<file path="src/rtl/stmt_while_sched.sv">
// Round-robin shared accumulate engine: one granted job iterates
// sum += data + idx, idx++ for lim cycles, then returns the result on a valid/ready port.
module stmt_while_sched #(
  parameter int DATA_W    = 8,
  parameter int IDX_W     = 4,
  parameter int DEF_LIMIT = 5
) (
  input  logic              clk,
  input  logic              rst_n,
  input  logic              req0_valid,
  output logic              req0_ready,
  input  logic [DATA_W-1:0] req0_data,
  input  logic [IDX_W-1:0]  req0_start_idx,
  input  logic              req1_valid,
  output logic              req1_ready,
  input  logic [DATA_W-1:0] req1_data,
  input  logic [IDX_W-1:0]  req1_start_idx,
  input  logic              cfg_limit_valid,
  input  logic [IDX_W-1:0]  cfg_limit,
  output logic              res_valid,
  input  logic              res_ready,
  output logic [DATA_W-1:0] res_sum,
  output logic [IDX_W-1:0]  res_index,
  output logic              res_src,
  output logic              busy
);

  // state | meaning
  // IDLE  | arbitrate requesters, accept one job
  // RUN   | one accumulate iteration per clock
  // DONE  | result presented, waiting for res_ready
  typedef enum logic [1:0] {IDLE, RUN, DONE} state_t;

  localparam logic [IDX_W-1:0] DEF_LIM = IDX_W'(DEF_LIMIT);

  state_t            state, state_nxt;
  logic [DATA_W-1:0] data_r;
  logic [DATA_W-1:0] cur_sum;
  logic [IDX_W-1:0]  cur_idx;
  logic [IDX_W-1:0]  lim;
  logic [IDX_W-1:0]  cnt;
  logic              src;
  logic              last_grant;
  logic              grant0, grant1, accept;
  logic [IDX_W-1:0]  lim_in;

  // On contention the requester that was not served last wins.
  assign grant0 = req0_valid && (!req1_valid || last_grant);
  assign grant1 = req1_valid && (!req0_valid || !last_grant);
  assign accept = (state == IDLE) && (grant0 || grant1);
  assign lim_in = cfg_limit_valid ? cfg_limit : DEF_LIM;

  always_ff @(posedge clk) begin
    if (!rst_n) state <= IDLE;
    else        state <= state_nxt;
  end

  always_comb begin
    state_nxt = state;
    case (state)
      IDLE: if (accept) state_nxt = (lim_in == '0) ? DONE : RUN;
      RUN:  if (cnt == lim - IDX_W'(1)) state_nxt = DONE;
      DONE: if (res_ready) state_nxt = IDLE;
      default: state_nxt = IDLE;
    endcase
  end

  always_comb begin
    req0_ready = (state == IDLE) && grant0;
    req1_ready = (state == IDLE) && grant1;
    res_valid  = (state == DONE);
    busy       = (state != IDLE);
  end

  always_ff @(posedge clk) begin
    if (!rst_n) begin
      data_r     <= '0;
      cur_sum    <= '0;
      cur_idx    <= '0;
      lim        <= '0;
      cnt        <= '0;
      src        <= 1'b0;
      last_grant <= 1'b1;
    end else if (accept) begin
      data_r     <= grant1 ? req1_data : req0_data;
      cur_idx    <= grant1 ? req1_start_idx : req0_start_idx;
      cur_sum    <= '0;
      lim        <= lim_in;
      cnt        <= '0;
      src        <= grant1;
      last_grant <= grant1;
    end else if (state == RUN) begin
      cur_sum <= cur_sum + data_r + DATA_W'(cur_idx);
      cur_idx <= cur_idx + IDX_W'(1);
      cnt     <= cnt + IDX_W'(1);
    end
  end

  // Result registers double as the working registers; they are frozen in DONE.
  assign res_sum   = cur_sum;
  assign res_index = cur_idx;
  assign res_src   = src;

endmodule

</file>
<file path="config.mk">
export PLATFORM = sky130hd
export DESIGN_NAME = stmt_while_sched
export DESIGN_NICKNAME = d
export VERILOG_FILES = /design/src/rtl/stmt_while_sched.sv
export SDC_FILE = /design/constraint.sdc
export NUM_CORES = 1
export LEC_CHECK = 0
export ABC_AREA = 1
export CORE_AREA = 2 2 66 68
export CTS_BUF_LIST = sky130_fd_sc_hd__clkbuf_8
export CTS_CLUSTER_DIAMETER = 100
export DETAILED_ROUTE_END_ITERATION = 7
export DIE_AREA = 0 0 68 70
export PLACE_DENSITY = 0.87
export SLEW_MARGIN = 20
export SYNTH_ARGS = -nofsm -noshare
export SYNTH_HDL_FRONTEND = slang
export SYNTH_SLANG_ARGS = --single-unit
</file>
<file path="constraint.sdc">
create_clock -name clk -period 2.6 [get_ports clk]
set_input_delay 0.26 -clock clk [delete_from_list [all_inputs] [get_ports clk]]
set_output_delay 0.26 -clock clk [all_outputs]
set_load 0.005 [all_outputs]
</file>
After elaboration in Yosys (flattened, before gate mapping)
Cells that the tools add are included.
- output and inout port bits: 17
- register bits after elaboration: 32
- eq/ne operators: 6
- muxes and demuxes: 10
- bitwise operators: 1
- reductions and logical operators: 17
- add/subtract/negate cells: 5
- operators by type and width (kind ; number):
    4-bit 2-to-1 mux ; 4
    4-bit by 1-bit adder with 4-bit output, second input constant ; 2
    8-bit by 4-bit adder with 8-bit output ; 1
    8-bit adder ; 1
    2-bit 2-to-1 mux ; 4
    8-bit 2-to-1 mux ; 1
    2-bit one-hot mux with 3 select lines ; 1
    1-bit logical AND ; 5
    4-bit equality test ; 1
    4-bit logical NOT ; 1
    2-bit != test, second input constant ; 2
    2-bit nonzero test ; 2
    4-bit by 1-bit subtractor with 4-bit output, second input constant ; 1
    1-bit logical NOT ; 3
    1-bit logical OR ; 3
    3-bit AND reduction ; 1
    2-bit by 1-bit equality test with 1-bit output, second input constant ; 1
    2-bit equality test, second input constant ; 1
    2-bit logical NOT ; 1
    2-bit by 1-bit != test with 1-bit output, second input constant ; 1
    2-bit OR reduction ; 1
    1-bit inverter ; 1

Longest topological paths before layout
Gate-level depths: netlist of run 1.
- depth in word-level cells: 7
- depth in mapped cells: 13
- depth with buffers taken out: 13

Least setup slack after synthesis of run 1
OpenSTA, ideal clock, no wires.
- path type: register to register
- from: register cur_idx[1] (netlist: res_index[1])
- to: register cur_sum[5] (netlist: res_sum[5])
- arrival time: 1978 ps
- cell stages (with the launch flop): 11
- data required time: 2491 ps
- path buffers: 0
- setup slack: 514 ps
- setup time: 109 ps
- cells stage by stage: dfxtp_1 -> fa_1 -> ha_1 -> fa_1 -> nand2_1 -> nand2_1 -> a21oi_1 -> or2_2 -> nand3_1 -> nand2_1 -> inv_1
- word-level cells in the longest chain between the ends: 1
- RTL lines (what ; RTL line ; text):
    start: declaration ; 39 ; logic [IDX_W-1:0] cur_idx;
    start signal: assignment ; 86 ; cur_idx <= grant1 ? req1_start_idx : req0_start_idx;
    start signal: assignment ; 94 ; cur_idx <= cur_idx + IDX_W'(1);
    8-bit by 4-bit adder with 8-bit output ; 93 ; cur_sum <= cur_sum + data_r + DATA_W'(cur_idx);
    end signal: assignment ; 93 ;
    end: declaration ; 38 ; logic [DATA_W-1:0] cur_sum;
Every way passes these cells.
A chain may end at the register's enable or synchronous reset.

Final worst setup path of run 1
Ends and elaborated chain as after synthesis.

==> summary.txt, run 1 <==
Global route
  – First-pass GRT wire length: 7910 um
  – Number of global-route vias before repair: 1764
  – Initial antenna violation count: 0
  – Gr ovfl total: 0
  – Total track usage: 21.5%
  – Largest net degree at the start of global routing: 31

Floorplanning
  – # rows: 24
  – Die area: 0.00476 mm2
  – # IOs: 51
  – Die H: 70 um
  – Die width: 68 um
  – Core area: 0.00414 mm2
  – Starting density of the core: 47.9%

Clock tree
  – Clock buffer depth: 2
  – CTS tree: built
  – CTS clk-pin slew, worst paths: 0.07 ns
  – Post-CTS Hold Buffers: 0
  – Postcts setup bufs: 0
  – PostCTS Resize Cnt: 0
  – H-tree depth: 2
  – Num CTS Buffers: 5
  – Clk sinks: 32
  – Worst-Skew Late Latency: 0.28 ns
  – CTS Root Cell: clkbuf_8

Timing
  – Slew @ Worst Pin: 0.506 ns
  – Final Setup Violations: 0
  – Slew Limit Headroom: 66.2%
  – Final min period: 2.24 ns
  – Max Fclk: 0.446 GHz
  – Setup TNS: 0 ns
  – Clk_skew: 0.00892 ns
  – Slew Viols, Final: 0
  – Fin crit share: 86.3%
  – PnR worst setup slack: 0.357 ns
  – Hold Vio Cnt, Final: 0
  – RSZ-0062 raised after global routing: false

Drt
  – Drt first pass iters: 4
  – Post-DRT Antenna Nets: 0
  – Wire length per cell: 12.1 um
  – Via/cell ratio: 5.07
  – DR iter-0 viols: 118
  – DRC viols: 0
  – Via count: 1900
  – Post-Route WL: 4530 um

Synth
  – Post-synthesis mux area share: 0%
  – Combinational family with the most area after synthesis: simple AND/OR/NAND/NOR gates
  – Post-Synth Adder-Cell Area: 12.6%
  – Area leader, netlist: dfxtp_1
  – Syn nets: 325
  – Synth Area in XOR/XNOR: 2.65%
  – Sequential-to-total area share from yosys stat: 32.3%
  – Synth cell types: 35
  – Synth top area share: 32.3%
  – Top post-synthesis cells by area: dfxtp_1 (32%), nand2_1 (14%), ha_1 (7.6%)
  – Mapped Area: 0.00198 mm2
  – FF+latch count, synth: 32
  – Synth Area in Compound Gates: 16.9%
  – Synth Area in Simple Gates: 25.6%
  – Mean post-synth cell area: 7.24 um2
  – Mapped Cells: 274
  – Ys Warns: 0

Worst setup path
  – Worst setup SP type: flop
  – CP Max Fanout: 5
  – Critical path endpoint category: flop
  – Critical Path RT: 2.79 ns
  – WS Path Type: flop to flop
  – CP arrival: 2.43 ns

Place
  – Pre-CTS WS: 0.412 ns
  – Dpl hpwl: 3430 um
  – Port Buffers: 50
  – RD Place Congestion: 0.861

Finish
  – Layout net count: 373
  – Leading cell type in the layout, fill and taps excluded: nand2_1
  – Ant diodes: 0
  – Commonest cells after routing, fill and taps aside: nand2_1 (73), clkdlybuf4s50_1 (50), inv_1 (32), dfxtp_1 (32), nor2_1 (22)
  – Fraction of layout cells with a size suffix above 1: 5.88%
  – Area grow syn2layout: 29.7%

Pwr
  – P_leak: 1.18 nW
  – Peak VDD IR: 0.000429 V
  – PD cells: 763 mW/mm2

Worst hold path
  – Worst hold path class: flop to flop

Run status
  – Status: finished, final reports clean

Flow run
  – Max-capacitance violation count: 0
==> power by group <==
group / switching (W) / internal, W / leakage (nW) / total [W]
Sequential: 0.0000984 / 0.000594 / 0.263 / 0.000692
Clock: 0.000177 / 0.000208 / 0.0538 / 0.000384
Combinational: 0.000490 / 0.000397 / 0.862 / 0.000887
==> path summary, 6_finish.rpt <==
path | start | to | slack [ns] | cells after the start
hold reg to reg | res_src | res_src | 0.48 | 2
hold / removal | res_src | res_src | 0.48 | 2
setup / recovery | res_index[1] | res_sum[5] | 0.36 | 10
setup reg to reg | res_index[1] | res_sum[5] | 0.36 | 10
==> cells by family (layout without fill, tap and decap cells) <==
group,Yosys count,after routing
AND/OR/NAND/NOR,120,120
buffers and inverters,43,92
flip-flops,32,32
adder cells (fa/ha/maj),17,17
XOR/XNOR,6,6
AO/OA/AOI/OAI,56,56
==> worst max-delay path: stages (launching register included) <==
cell and delay, ns:
dfxtp_1 0.43, fa_1 0.45, ha_1 0.25, fa_1 0.43
nand2_1 0.09, nand2_1 0.05, a21oi_1 0.15, or2_2 0.13
nand3_1 0.05, nand2_1 0.07, inv_1 0.03
==> sequential cells by signal, summed over array words and instances, names as in the netlist <==
register / cells
cnt: 4
data_r: 8
last_grant: 1
lim: 4
res_index: 4
res_src: 1
res_sum: 8
state: 2
==> per-layer routing <==
metal | global-route usage (%) | up-vias | wire length, um
met3 | 4.99 | 4 | 180
met5 | 0 | - | 0
met2 | 32.5 | 39 | 2160
met4 | 7.11 | 0 | 55
li1 | - | 993 | -
met1 | 29.9 | 864 | 2130
==> final cells by class <==
cell class / instances / area [um2]
Inverter: 33 / 124
Clock inverter: 2 / 7.51
Sequential cell: 32 / 641
Timing Repair Buffer: 51 / 508
Clock buffer: 6 / 82.6
Multi-Input combinational cell: 199 / 1150
Tap cell: 52 / 65.1
Fill cell: 370 / 1570
==> per-stage QoR <==
step	hold slack, ns	util (%)	instances	power, W	instance area (um2)
finish	0.477	62.1	375	0.00196	2570
global route	0.499	62.1	375	0.00214	2570
CTS	0.478	62.1	375	0.00197	2570
detailed placement	0.469	59.9	367	0.00158	2480
global placement	0.468	59.9	367	0.00154	2480
floorplan	0.419	-	274	0.00130	1980
==> synthesized netlist by cell type <==
cell type  number
o211a_1         1
ha_1           12
a31oi_1        10
and2_1          1
a21oi_1        16
inv_2           3
o211ai_1        3
nand2_2         1
buf_4           3
nor2_2          2
nor2_1         22
o21ai_0        14
dfxtp_1        32
or2_0           1
nand3_1        10
o31ai_1         1
o21ai_1         4
clkbuf_1        2
nor3_1          1
o21ai_4         1
nand2_1        73
nand4_1         3
a211oi_1        4
buf_6           3
or2_2           2
xnor2_1         2
fa_1            5
nand3_2         1
o21bai_1        1
nor2_4          1
buf_2           2
inv_1          30
o21ai_2         1
or2_1           2
xor2_1          4
Power figures use the tool's default switching activity.
==> run 2, diff against run 1 <==
Settings changed: CAP_MARGIN set to 20.
==> results of run 2 <==
Same layout as run 1: the final DEF is identical, and so are final timing and power.
==> run 3, diff against run 2 <==
Settings changed: CAP_MARGIN 20 to not set.
==> results of run 3 <==
Same layout as run 1: the final DEF is identical, and so are final timing and power.
